File: src/rtl/csa_wide_add_seq_if.sv
`default_nettype none
// ============================================================================
// Module   : csa_wide_add_seq_if
// Brief    : Operand stream (A/B words) and result stream for csa_wide_add_seq.
// Revision : 1.0
// ============================================================================
interface csa_wide_add_seq_if;
    logic        op_valid;
    logic        op_ready;
    logic [31:0] a_word;
    logic [31:0] b_word;
    logic        sum_valid;
    logic        sum_ready;
    logic [31:0] sum_word;
    logic        sum_last;

    // master: operand producer and result consumer
    modport master (
        output op_valid, a_word, b_word, sum_ready,
        input  op_ready, sum_valid, sum_word, sum_last
    );

    // slave: the wide-add sequencer
    modport slave (
        input  op_valid, a_word, b_word, sum_ready,
        output op_ready, sum_valid, sum_word, sum_last
    );
endinterface
`default_nettype wire

File: src/rtl/csa_wide_add_seq.sv
`default_nettype none
// ============================================================================
// Module   : csa_wide_add_seq
// Brief    : Runs one 32-bit carry-skip adder over WORDS words (LS first) to
//            build a WORDS*32-bit add, carrying between words in a register.
// Revision : 1.0
// ============================================================================
module csa_wide_add_seq #(
    parameter int WORDS = 4
) (
    input  logic                clk,
    input  logic                rst_n,
    input  logic                i_start,
    input  logic                i_cin,
    input  logic                i_abort,
    csa_wide_add_seq_if.slave   bus,
    output logic                o_cout,
    output logic                o_busy,
    output logic                o_done
);

    localparam int              c_CW   = $clog2(WORDS + 1);
    localparam logic [c_CW-1:0] c_LAST = c_CW'(WORDS - 1);
    localparam int              c_BLK  = 4;
    localparam int              c_NBLK = 32 / c_BLK;

    typedef enum logic [1:0] {
        S_IDLE  = 2'd0,
        S_RUN   = 2'd1,
        S_DRAIN = 2'd2,
        S_DONE  = 2'd3
    } state_t;

    state_t            r_state;
    state_t            w_state_nxt;
    logic [c_CW-1:0]   r_count;
    logic              r_carry;
    logic              r_sum_valid;
    logic [31:0]       r_sum_word;
    logic              r_sum_last;
    logic              r_cout;

    logic              w_op_ready;
    logic              w_accept;
    logic              w_abort;
    logic              w_out_free;
    logic              w_start;
    logic [31:0]       w_sum;
    logic              w_csa_cout;

    // ------------------------------------------------------------------
    // Carry-skip adder: 4-bit ripple blocks, block carry bypasses the
    // ripple chain whenever every bit of the block propagates.
    // ------------------------------------------------------------------
    logic [c_NBLK:0]   w_blk_c;
    assign w_blk_c[0] = r_carry;

    for (genvar gb = 0; gb < c_NBLK; gb++) begin : g_blk
        logic [c_BLK:0]   w_rc;
        logic [c_BLK-1:0] w_p;
        assign w_rc[0] = w_blk_c[gb];
        for (genvar gi = 0; gi < c_BLK; gi++) begin : g_bit
            assign w_p[gi] = bus.a_word[c_BLK*gb+gi] ^ bus.b_word[c_BLK*gb+gi];
            assign w_sum[c_BLK*gb+gi] = w_p[gi] ^ w_rc[gi];
            assign w_rc[gi+1] = (bus.a_word[c_BLK*gb+gi] & bus.b_word[c_BLK*gb+gi])
                              | (w_p[gi] & w_rc[gi]);
        end
        assign w_blk_c[gb+1] = (&w_p) ? w_blk_c[gb] : w_rc[c_BLK];
    end

    assign w_csa_cout = w_blk_c[c_NBLK];

    // ------------------------------------------------------------------
    // Handshake qualifiers
    // ------------------------------------------------------------------
    assign w_op_ready = (r_state == S_RUN) && (!r_sum_valid || bus.sum_ready);
    assign w_abort    = i_abort && ((r_state == S_RUN) || (r_state == S_DRAIN));
    assign w_accept   = bus.op_valid && w_op_ready && !w_abort;
    assign w_out_free = !r_sum_valid || bus.sum_ready;
    assign w_start    = (r_state == S_IDLE) && i_start;

    // ------------------------------------------------------------------
    // FSM
    // ------------------------------------------------------------------
    always_ff @(posedge clk or negedge rst_n) begin
        if (!rst_n) begin
            r_state <= S_IDLE;
        end else begin
            r_state <= w_state_nxt;
        end
    end

    always_comb begin
        w_state_nxt = r_state;
        case (r_state)
            S_IDLE: begin
                if (i_start) w_state_nxt = S_RUN;
            end
            S_RUN: begin
                if (w_abort)
                    w_state_nxt = S_IDLE;
                else if (w_accept && (r_count == c_LAST))
                    w_state_nxt = S_DRAIN;
            end
            S_DRAIN: begin
                if (w_abort)
                    w_state_nxt = S_IDLE;
                else if (w_out_free)
                    w_state_nxt = S_DONE;
            end
            S_DONE: begin
                w_state_nxt = S_IDLE;
            end
            default: begin
                w_state_nxt = S_IDLE;
            end
        endcase
    end

    // ------------------------------------------------------------------
    // Datapath: inter-word carry, word count, one-entry output register
    // ------------------------------------------------------------------
    always_ff @(posedge clk or negedge rst_n) begin
        if (!rst_n) begin
            r_count     <= '0;
            r_carry     <= 1'b0;
            r_sum_valid <= 1'b0;
            r_sum_word  <= 32'h0;
            r_sum_last  <= 1'b0;
            r_cout      <= 1'b0;
        end else if (w_start) begin
            r_carry <= i_cin;
            r_count <= '0;
            r_cout  <= 1'b0;
        end else if (w_abort) begin
            r_sum_valid <= 1'b0;
            r_carry     <= 1'b0;
            r_count     <= '0;
        end else begin
            if (w_accept) begin
                r_sum_word  <= w_sum;
                r_sum_valid <= 1'b1;
                r_sum_last  <= (r_count == c_LAST);
                r_carry     <= w_csa_cout;
                r_count     <= r_count + 1'b1;
            end else if (bus.sum_ready) begin
                r_sum_valid <= 1'b0;
            end
            // Final carry is published as the last word leaves the register
            if ((r_state == S_DRAIN) && w_out_free) begin
                r_cout <= r_carry;
            end
        end
    end

    assign bus.op_ready  = w_op_ready;
    assign bus.sum_valid = r_sum_valid;
    assign bus.sum_word  = r_sum_word;
    assign bus.sum_last  = r_sum_last;
    assign o_cout        = r_cout;
    assign o_busy        = (r_state != S_IDLE);
    assign o_done        = (r_state == S_DONE);

endmodule
`default_nettype wire

File: src/flat_wrapper.sv
// flat-port wrapper written by rule: the top's interface ports become plain ports
module csa_wide_add_seq_flat 
#(
    parameter int WORDS = 4
)
  (clk, rst_n, i_start, i_cin, i_abort, o_cout, o_busy, o_done, bus_op_valid, bus_a_word, bus_b_word, bus_sum_ready, bus_op_ready, bus_sum_valid, bus_sum_word, bus_sum_last);
  csa_wide_add_seq_if bus_i ();
  input  logic clk;
  input  logic rst_n;
  input  logic i_start;
  input  logic i_cin;
  input  logic i_abort;
  output logic o_cout;
  output logic o_busy;
  output logic o_done;
  input wire logic [$bits(bus_i.op_valid)-1:0] bus_op_valid;
  input wire logic [$bits(bus_i.a_word)-1:0] bus_a_word;
  input wire logic [$bits(bus_i.b_word)-1:0] bus_b_word;
  input wire logic [$bits(bus_i.sum_ready)-1:0] bus_sum_ready;
  output wire logic [$bits(bus_i.op_ready)-1:0] bus_op_ready;
  output wire logic [$bits(bus_i.sum_valid)-1:0] bus_sum_valid;
  output wire logic [$bits(bus_i.sum_word)-1:0] bus_sum_word;
  output wire logic [$bits(bus_i.sum_last)-1:0] bus_sum_last;
  assign bus_i.op_valid = bus_op_valid;
  assign bus_i.a_word = bus_a_word;
  assign bus_i.b_word = bus_b_word;
  assign bus_i.sum_ready = bus_sum_ready;
  assign bus_op_ready = bus_i.op_ready;
  assign bus_sum_valid = bus_i.sum_valid;
  assign bus_sum_word = bus_i.sum_word;
  assign bus_sum_last = bus_i.sum_last;
  csa_wide_add_seq #(.WORDS(WORDS)) u_core (.clk(clk), .rst_n(rst_n), .i_start(i_start), .i_cin(i_cin), .i_abort(i_abort), .bus(bus_i), .o_cout(o_cout), .o_busy(o_busy), .o_done(o_done));
endmodule
File: config.mk
export PLATFORM = sky130hd
export DESIGN_NAME = csa_wide_add_seq_flat
export DESIGN_NICKNAME = d
export VERILOG_FILES = /design/src/rtl/csa_wide_add_seq_if.sv /design/src/rtl/csa_wide_add_seq.sv /design/src/flat_wrapper.sv
export SDC_FILE = /design/constraint.sdc
export NUM_CORES = 1
export LEC_CHECK = 0
export ABC_CLOCK_PERIOD_IN_PS = 27500
export BUFFER_PORTS_ARGS = -buffer_cell sky130_fd_sc_hd__buf_2
export CAP_MARGIN = 20
export CORE_MARGIN = 4
export CORE_UTILIZATION = 26
export DETAILED_ROUTE_END_ITERATION = 7
export GPL_ROUTABILITY_DRIVEN = 1
export MAX_ROUTING_LAYER = met4
export SLEW_MARGIN = 15
export SYNTH_ARGS = -nofsm -noshare
export SYNTH_HDL_FRONTEND = slang
export SYNTH_SLANG_ARGS = --single-unit
File: constraint.sdc
create_clock -name clk -period 27.5 [get_ports clk]
set_clock_uncertainty 0.15 [all_clocks]
set_input_delay 5.5 -clock clk [delete_from_list [all_inputs] [get_ports clk]]
set_output_delay 5.5 -clock clk [all_outputs]
set_load 0.005 [all_outputs]
; ---- Word-level counts from Yosys, hierarchy flattened
; Index checks and enable logic that the tools add are counted.
[totals]
out_inout_bits = 38
word_cells = 232
reg_bits = 41
[classes]
bitwise_logic = 162
add_sub_neg = 1
eq_ne = 8
reduce_logical = 28
n_mux = 26
[op_table]
columns = op, n
row1 = $and 1x1->1, 64
row2 = $xor 1x1->1, 64
row3 = $or 1x1->1, 32
row4 = $reduce_and 4->1, 8
row5 = $mux 1, 17
row6 = $mux 2, 5
row7 = $mux 3, 3
row8 = $pmux 2 s4, 1
row9 = $logic_and 1x1->1, 7
row10 = $reduce_and 3->1, 2
row11 = $reduce_bool 3->1, 2
row12 = $eq 2x2->1 const B, 2
row13 = $ne 2x2->1 const B, 2
row14 = $reduce_and 2->1, 2
row15 = $reduce_bool 2->1, 2
row16 = $add 3x1->3 const B, 1
row17 = $eq 3x2->1 const B, 1
row18 = $ne 3x1->1 const B, 1
row19 = $ne 3x2->1 const B, 1
row20 = $eq 2x1->1 const B, 1
row21 = $logic_not 1->1, 2
row22 = $logic_not 2->1, 1
row23 = $logic_or 1x1->1, 2
row24 = $not 1->1, 2

; ---- Logic depth before layout (Yosys ltp)
[logic_depth]
word_depth = 76
ltp_mapped = 50
depth_no_buf = 50

; ---- Worst setup path before layout
; No wires, ideal clock.
[synth_timing]
path_kind = input to register
start = input bus_b_word[0]
end = register u_core.r_sum_word[31], in the netlist u_core.bus.sum_word[31]
n_path_buf = 0
path_stages = 48
path_slack_ns = 8.061
arrival_ns = 19.164
setup_ns = 0.125
required_time_ns = 27.225
cell_sequence = inv_1 -> fa_1 -> inv_1 -> fa_1 -> fa_1 -> fa_1 -> mux2_4 -> fa_1 -> fa_1 -> fa_1 -> fa_1 -> a41oi_1 -> nor2_1 -> fa_1 -> fa_1 -> fa_1 -> fa_1 -> nand2_1 -> [... 12 more ...] -> inv_1 -> fa_1 -> fa_1 -> fa_1 -> fa_1 -> nor2_1 -> a21oi_1 -> fa_1 -> fa_1 -> fa_1 -> fa_1 -> a21oi_1 -> nor2_1 -> fa_1 -> fa_1 -> fa_1 -> fa_1 -> mux2_4
[synth_via]
elab_chain_cells = 71
elab_cells_between_ends = 73
cone_classes = mux (7) / bitwise (65) / reduce/logical (1)
[synth_rtl]
columns = item, line
row1 = start: declaration, flat_wrapper.sv:18  ; input wire logic [$bits(bus_i.b_word)-1:0] bus_b_word;
row2 = $xor 1x1->1, csa_wide_add_seq.sv:63  ; assign w_p[gi] = bus.a_word[c_BLK*gb+gi] ^ bus.b_word[c_BLK*gb+gi];
row3 = $and 1x1->1, csa_wide_add_seq.sv:66  ; | (w_p[gi] & w_rc[gi]);
row4 = $or 1x1->1, csa_wide_add_seq.sv:66
row5 = $and 1x1->1, csa_wide_add_seq.sv:66
row6 = $or 1x1->1, csa_wide_add_seq.sv:66
row7 = $and 1x1->1, csa_wide_add_seq.sv:66
row8 = $or 1x1->1, csa_wide_add_seq.sv:66
row9 = $and 1x1->1, csa_wide_add_seq.sv:66
row10 = [... 56 more ...], n/a
row11 = $and 1x1->1 *, csa_wide_add_seq.sv:66
row12 = $or 1x1->1 *, csa_wide_add_seq.sv:66
row13 = $and 1x1->1 *, csa_wide_add_seq.sv:66
row14 = $or 1x1->1 *, csa_wide_add_seq.sv:66
row15 = $and 1x1->1 *, csa_wide_add_seq.sv:66
row16 = $or 1x1->1 *, csa_wide_add_seq.sv:66
row17 = $xor 1x1->1 *, csa_wide_add_seq.sv:64  ; assign w_sum[c_BLK*gb+gi] = w_p[gi] ^ w_rc[gi];
row18 = via u_core.w_sum[31], csa_wide_add_seq.sv:48  ; logic [31:0] w_sum;
row19 = end signal: assignment, csa_wide_add_seq.sv:141  ; r_sum_word <= w_sum;
row20 = end: declaration, csa_wide_add_seq.sv:39  ; logic [31:0] r_sum_word;
; The timed path passes the listed nets; every way through them passes the cells marked *.
; A chain may end at the register's enable or synchronous reset.

; ---- Worst setup path in the final report
[layout_timing]
start = input bus_b_word[0]
end = register u_core.r_carry
[layout_via]
elab_chain_cells = 76
elab_cells_between_ends = 78
cone_classes = mux (11) / bitwise (66) / reduce/logical (1)
[layout_rtl]
columns = item, line
row1 = $xor 1x1->1, csa_wide_add_seq.sv:63
row2 = $and 1x1->1, csa_wide_add_seq.sv:66
row3 = $or 1x1->1, csa_wide_add_seq.sv:66
row4 = $and 1x1->1, csa_wide_add_seq.sv:66
row5 = $or 1x1->1, csa_wide_add_seq.sv:66
row6 = $and 1x1->1, csa_wide_add_seq.sv:66
row7 = $or 1x1->1, csa_wide_add_seq.sv:66
row8 = $and 1x1->1, csa_wide_add_seq.sv:66
row9 = [... 60 more ...], n/a
row10 = $and 1x1->1, csa_wide_add_seq.sv:66
row11 = $or 1x1->1, csa_wide_add_seq.sv:66
row12 = $and 1x1->1, csa_wide_add_seq.sv:66
row13 = $or 1x1->1, csa_wide_add_seq.sv:66
row14 = $mux 1 *, csa_wide_add_seq.sv:68  ; assign w_blk_c[gb+1] = (&w_p) ? w_blk_c[gb] : w_rc[c_BLK];
row15 = $mux 1 *, csa_wide_add_seq.sv:140  ; if (w_accept) begin
row16 = $mux 1 *, csa_wide_add_seq.sv:135  ; end else if (w_abort) begin
row17 = $mux 1 *, csa_wide_add_seq.sv:131  ; end else if (w_start) begin
row18 = end signal: assignment, csa_wide_add_seq.sv:132  ; r_carry <= i_cin;
row19 = end signal: assignment, csa_wide_add_seq.sv:144  ; r_carry <= w_csa_cout;
row20 = end: declaration, csa_wide_add_seq.sv:37  ; logic r_carry;
; Mark *: on every way between the ends. The rest lies on a longest branch, timed or not. The select of a mux whose other input is x is not followed.

==> Flow_metrics.wiki <==
{| class="wikitable"
! Metric !! Value
|-
| Status || finished, final reports clean
|-
| Routed metal-1 wire length || 2970 um
|-
| Clock latency reported for the late side of the worst-skew pair || 0.28 ns
|-
| Setup slack after placement || 7.11 ns
|-
| Iter 0 DRT Violations || 39
|-
| Uppermost signal routing layer after detailed routing || met4
|-
| Post-synth top area cell || sky130_fd_sc_hd__dfrtp_1
|-
| Sink Count || 41
|-
| Net Count, Synth || 367
|-
| Final Routed Wirelength || 7030 um
|-
| Power Internal || 219 uW
|-
| Detailed Place HPWL || 5850 um
|-
| Number of buffers inserted by hold repair at cts || 0
|-
| Share of layout cells above drive strength 1 || 0.462
|-
| Gates resized, CTS repair || 0
|-
| Maximum clock frequency || 0.0499 GHz
|-
| Number of global-route vias before repair || 2,351
|-
| Antenna diode instance count || 0
|-
| Count of flip-flops with a built-in enable after synthesis || 0
|-
| Count of fill cells added during filler insertion || 1,149
|-
| Final count of pins violating max slew || 0
|-
| Metal2 WL || 3560 um
|-
| Overall fraction of global-route tracks in use || 0.109
|-
| First-pass GRT wire length || 11,800 um
|-
| Terminating pin of the worst hold path || u_core.bus.sum_word[0]$_DFFE_PN0P_
|-
| Total Negative Setup Slacks || 0 ns
|-
| ANT nets after route || 0
|-
| Power density of the placed cells || 83.4 nW/um^2
|-
| Slew of the pin with the lowest slew margin || 0.455 ns
|-
| Net total in the final layout || 479
|-
| Post-Synthesis Cell Area || 3120 sq um
|-
| Kind of launch point of the worst setup path || input port
|-
| Final hold violations || 0
|-
| Count of pins on the block boundary || 109
|-
| Placeable core region || 11,600 sq um
|-
| Setup bufs post-CTS || 0
|-
| CTS buffer count || 5
|-
| Gp weighted congestion || 0.790
|-
| First drt pass iteration count || 4
|-
| Maximum number of pins on one net before global-route repair || 42
|-
| Clock share of power || 0.187
|-
| Number of standard-cell rows in the floorplan || 39
|-
| DRC violations left || 0
|-
| Layout Cells excl Fill || 481
|-
| TritonCTS clock tree || built
|-
| Cell count after synthesis || 225
|-
| Largest vdd supply drop || 0.0000286 V
|-
| Chip Height || 118 um
|-
| Setup-violating endpoint count in the final report || 0
|-
| Critical path class || input port to flip-flop
|-
| Launch instance of the worst register-to-register path || u_core.r_carry$_DFFE_PN0P_
|-
| Class of the worst hold path || flip-flop to flip-flop
|-
| FFs w/ async S/R, synth || 1.00
|-
| Hold-critical path depth || 2
|-
| Layout overhead on the synthesized area || 27.3%
|-
| Worst path arrival time || 20.05 ns
|-
| Sequential area share after synthesis || 0.329
|-
| Crit Path Max Fanout || 3
|-
| Post-synthesis register bit count || 41
|-
| Sequential share of power || 0.333
|-
| Data required time of the critical path || 27.52 ns
|-
| Die Area || 13,800 sq um
|-
| P_leak || 0.00203 uW
|-
| Register-to-register setup slack || 12.30 ns
|-
| Most frequent standard cell in the layout excluding fill and tap cells || sky130_fd_sc_hd__buf_2
|-
| Primary flip-flop cell chosen by synthesis mapping || sky130_fd_sc_hd__dfrtp_1
|-
| Cell count after placement || 472
|-
| Number of antenna violations at the first check in global routing || 0
|-
| Count of cell types in the netlist || 33
|-
| Part of the cycle the worst path needs || 0.728
|-
| Total power consumption of the routed design || 331 uW
|-
| Synth warnings || 0
|-
| Synthesized area divided by synthesized cell count || 13.9 sq um
|-
| Vias per inst || 4.28
|-
| Post-detailed-route wirelength per cell || 14.6 um
|-
| Nature of the critical path endpoint || flip-flop
|-
| Leading cell types by total area after synthesis || sky130_fd_sc_hd__dfrtp_1 33%, sky130_fd_sc_hd__fa_1 21%, sky130_fd_sc_hd__ha_1 16%
|-
| Most frequent cells in the layout || 108 x sky130_fd_sc_hd__buf_2, 41 x sky130_fd_sc_hd__dfrtp_1, 39 x sky130_fd_sc_hd__ha_1
|-
| Die boundary width || 118 um
|-
| Buffer depth of the longest clock path || 2
|-
| Number of input and output port buffers inserted || 108
|-
| Via count || 2,058
|-
| Clock Pin Slew Worst Setup and Hold Paths || 0.06 ns
|-
| FF-to-FF path depth || 50
|-
| Max stage delay cell, worst path || sky130_fd_sc_hd__fa_1
|-
| Routed length on met3 || 403 um
|-
| Rel. slew slack || 0.697
|-
| Time the final worst path needs with I/O delays and setup || 20.03 ns
|-
| H-tree levels || 2
|-
| Hold Startpoint || u_core.bus.sum_word[0]$_DFFE_PN0P_
|-
| Largest stage delay on the critical path || 0.42 ns
|-
| Reported net switching power || 112 uW
|-
| Sw Share || 0.339
|-
| CP most frequent cell || sky130_fd_sc_hd__fa_1
|-
| Combinational group share of total power || 0.480
|-
| Post-route worst setup slack || 7.47 ns
|-
| Unrepaired setup endpoints after global routing || no
|-
| Terminus of the critical flop-to-flop path || u_core.r_carry$_DFFE_PN0P_
|-
| Number of maximum-capacitance constraint violations || 0
|-
| Starting density of the core || 0.270
|-
| Buffer cell driving the clock tree root || sky130_fd_sc_hd__clkbuf_16
|-
| Total congestion overflow after global routing || 0
|-
| Share of Yosys cell area claimed by the top area cell type || 0.329
|}
Yosys cell counts (2+ instances only):
| cell | instances |
|---|---|
| sky130_fd_sc_hd__nand4_1 | 7 |
| sky130_fd_sc_hd__dfrtp_1 | 41 |
| sky130_fd_sc_hd__nand3_1 | 3 |
| sky130_fd_sc_hd__o21ai_0 | 3 |
| sky130_fd_sc_hd__mux2_4 | 28 |
| sky130_fd_sc_hd__o21ai_2 | 2 |
| sky130_fd_sc_hd__inv_1 | 9 |
| sky130_fd_sc_hd__a21oi_1 | 6 |
| sky130_fd_sc_hd__mux2_2 | 5 |
| sky130_fd_sc_hd__buf_6 | 4 |
| sky130_fd_sc_hd__nor2_1 | 14 |
| sky130_fd_sc_hd__a211oi_1 | 2 |
| sky130_fd_sc_hd__nand2_1 | 10 |
| sky130_fd_sc_hd__ha_1 | 39 |
| sky130_fd_sc_hd__mux2i_1 | 2 |
| sky130_fd_sc_hd__fa_1 | 32 |
| sky130_fd_sc_hd__and2_1 | 2 |
layer usage:
metal / vias to the layer above / GRT usage
li1: 984 / -
met1: 1001 / 0.124
met2: 66 / 0.190
met3: 7 / 0.0250
met4: 0 / 0.0352
met5: - / -
state kept, by name (all words and copies together), names as in the netlist:
| register | flops |
|---|---|
| u_core.bus.sum_word | 32 |
| u_core.bus.sum_last | 1 |
| u_core.r_count | 3 |
| u_core.r_carry | 1 |
| u_core.bus.sum_valid | 1 |
| u_core.o_cout | 1 |
| u_core.r_state | 2 |
worst max path at each step:
stage / start / cells past startpoint / slack (ns) / endpoint
after CTS: bus_b_word[0] / 51 / 7.39 / u_core.r_carry$_DFFE_PN0P_
after global placement: bus_b_word[0] / 51 / 7.34 / u_core.r_carry$_DFFE_PN0P_
after detailed placement: bus_b_word[0] / 51 / 7.11 / u_core.r_carry$_DFFE_PN0P_
after global routing: bus_b_word[0] / 51 / 6.79 / u_core.r_carry$_DFFE_PN0P_
final: bus_b_word[0] / 51 / 7.47 / u_core.r_carry$_DFFE_PN0P_
after floorplan: bus_b_word[0] / 48 / 8.06 / u_core.bus.sum_word[31]$_DFFE_PN0P_
power groups by stage:
| stage | logic (uW) | registers [uW] | clock network [uW] |
|---|---|---|---|
| after floorplan | 107 | 109 | 0 |
| after global placement | 159 | 111 | 0 |
| after detailed placement | 163 | 111 | 0 |
| after CTS | 163 | 111 | 65.1 |
| after global routing | 178 | 114 | 68.4 |
| final | 159 | 110 | 62.1 |
worst max-delay path, delay by kind of cell:
family | cells | cell delay (ns)
compound gates | 7 | 1.03
fa+ha+maj | 32 | 12.22
mux | 1 | 0.30
simple gates | 7 | 0.69
buf+inv | 4 | 0.31
cells by family (layout without fill, tap and decap cells):
logic type               after synthesis  after routing  synth area share
adder cells (fa/ha/maj)               71             71             0.362
buffers and inverters                 13            126            0.0253
AO/OA/AOI/OAI                         20             20            0.0461
XOR/XNOR                               1              1           0.00281
multiplexers                          35             35             0.159
flip-flops                            41             41             0.329
AND/OR/NAND/NOR                       44             44            0.0758
final cells by class:
type | count | area [sq um] | share of cell area
Inverter | 9 | 33.8 | 0.00851
Multi-Input combinational cell | 171 | 2010 | 0.507
Tap cell | 143 | 179 | 0.0451
Timing Repair Buffer | 109 | 561 | 0.141
Clock inverter | 1 | 5.00 | 0.00126
Sequential cell | 41 | 1030 | 0.258
Clock buffer | 7 | 153 | 0.0384
per-stage QoR:
stage                     hold slack, ns  area, sq um   util
after CTS                          0.347         3950  0.342
after detailed placement           0.332         3790  0.328
final                              0.332         3970  0.343
after floorplan                    0.323         3120      -
after global routing               0.371         3970  0.343
after global placement             0.333         3790  0.328
Power figures use the tool's default switching activity.
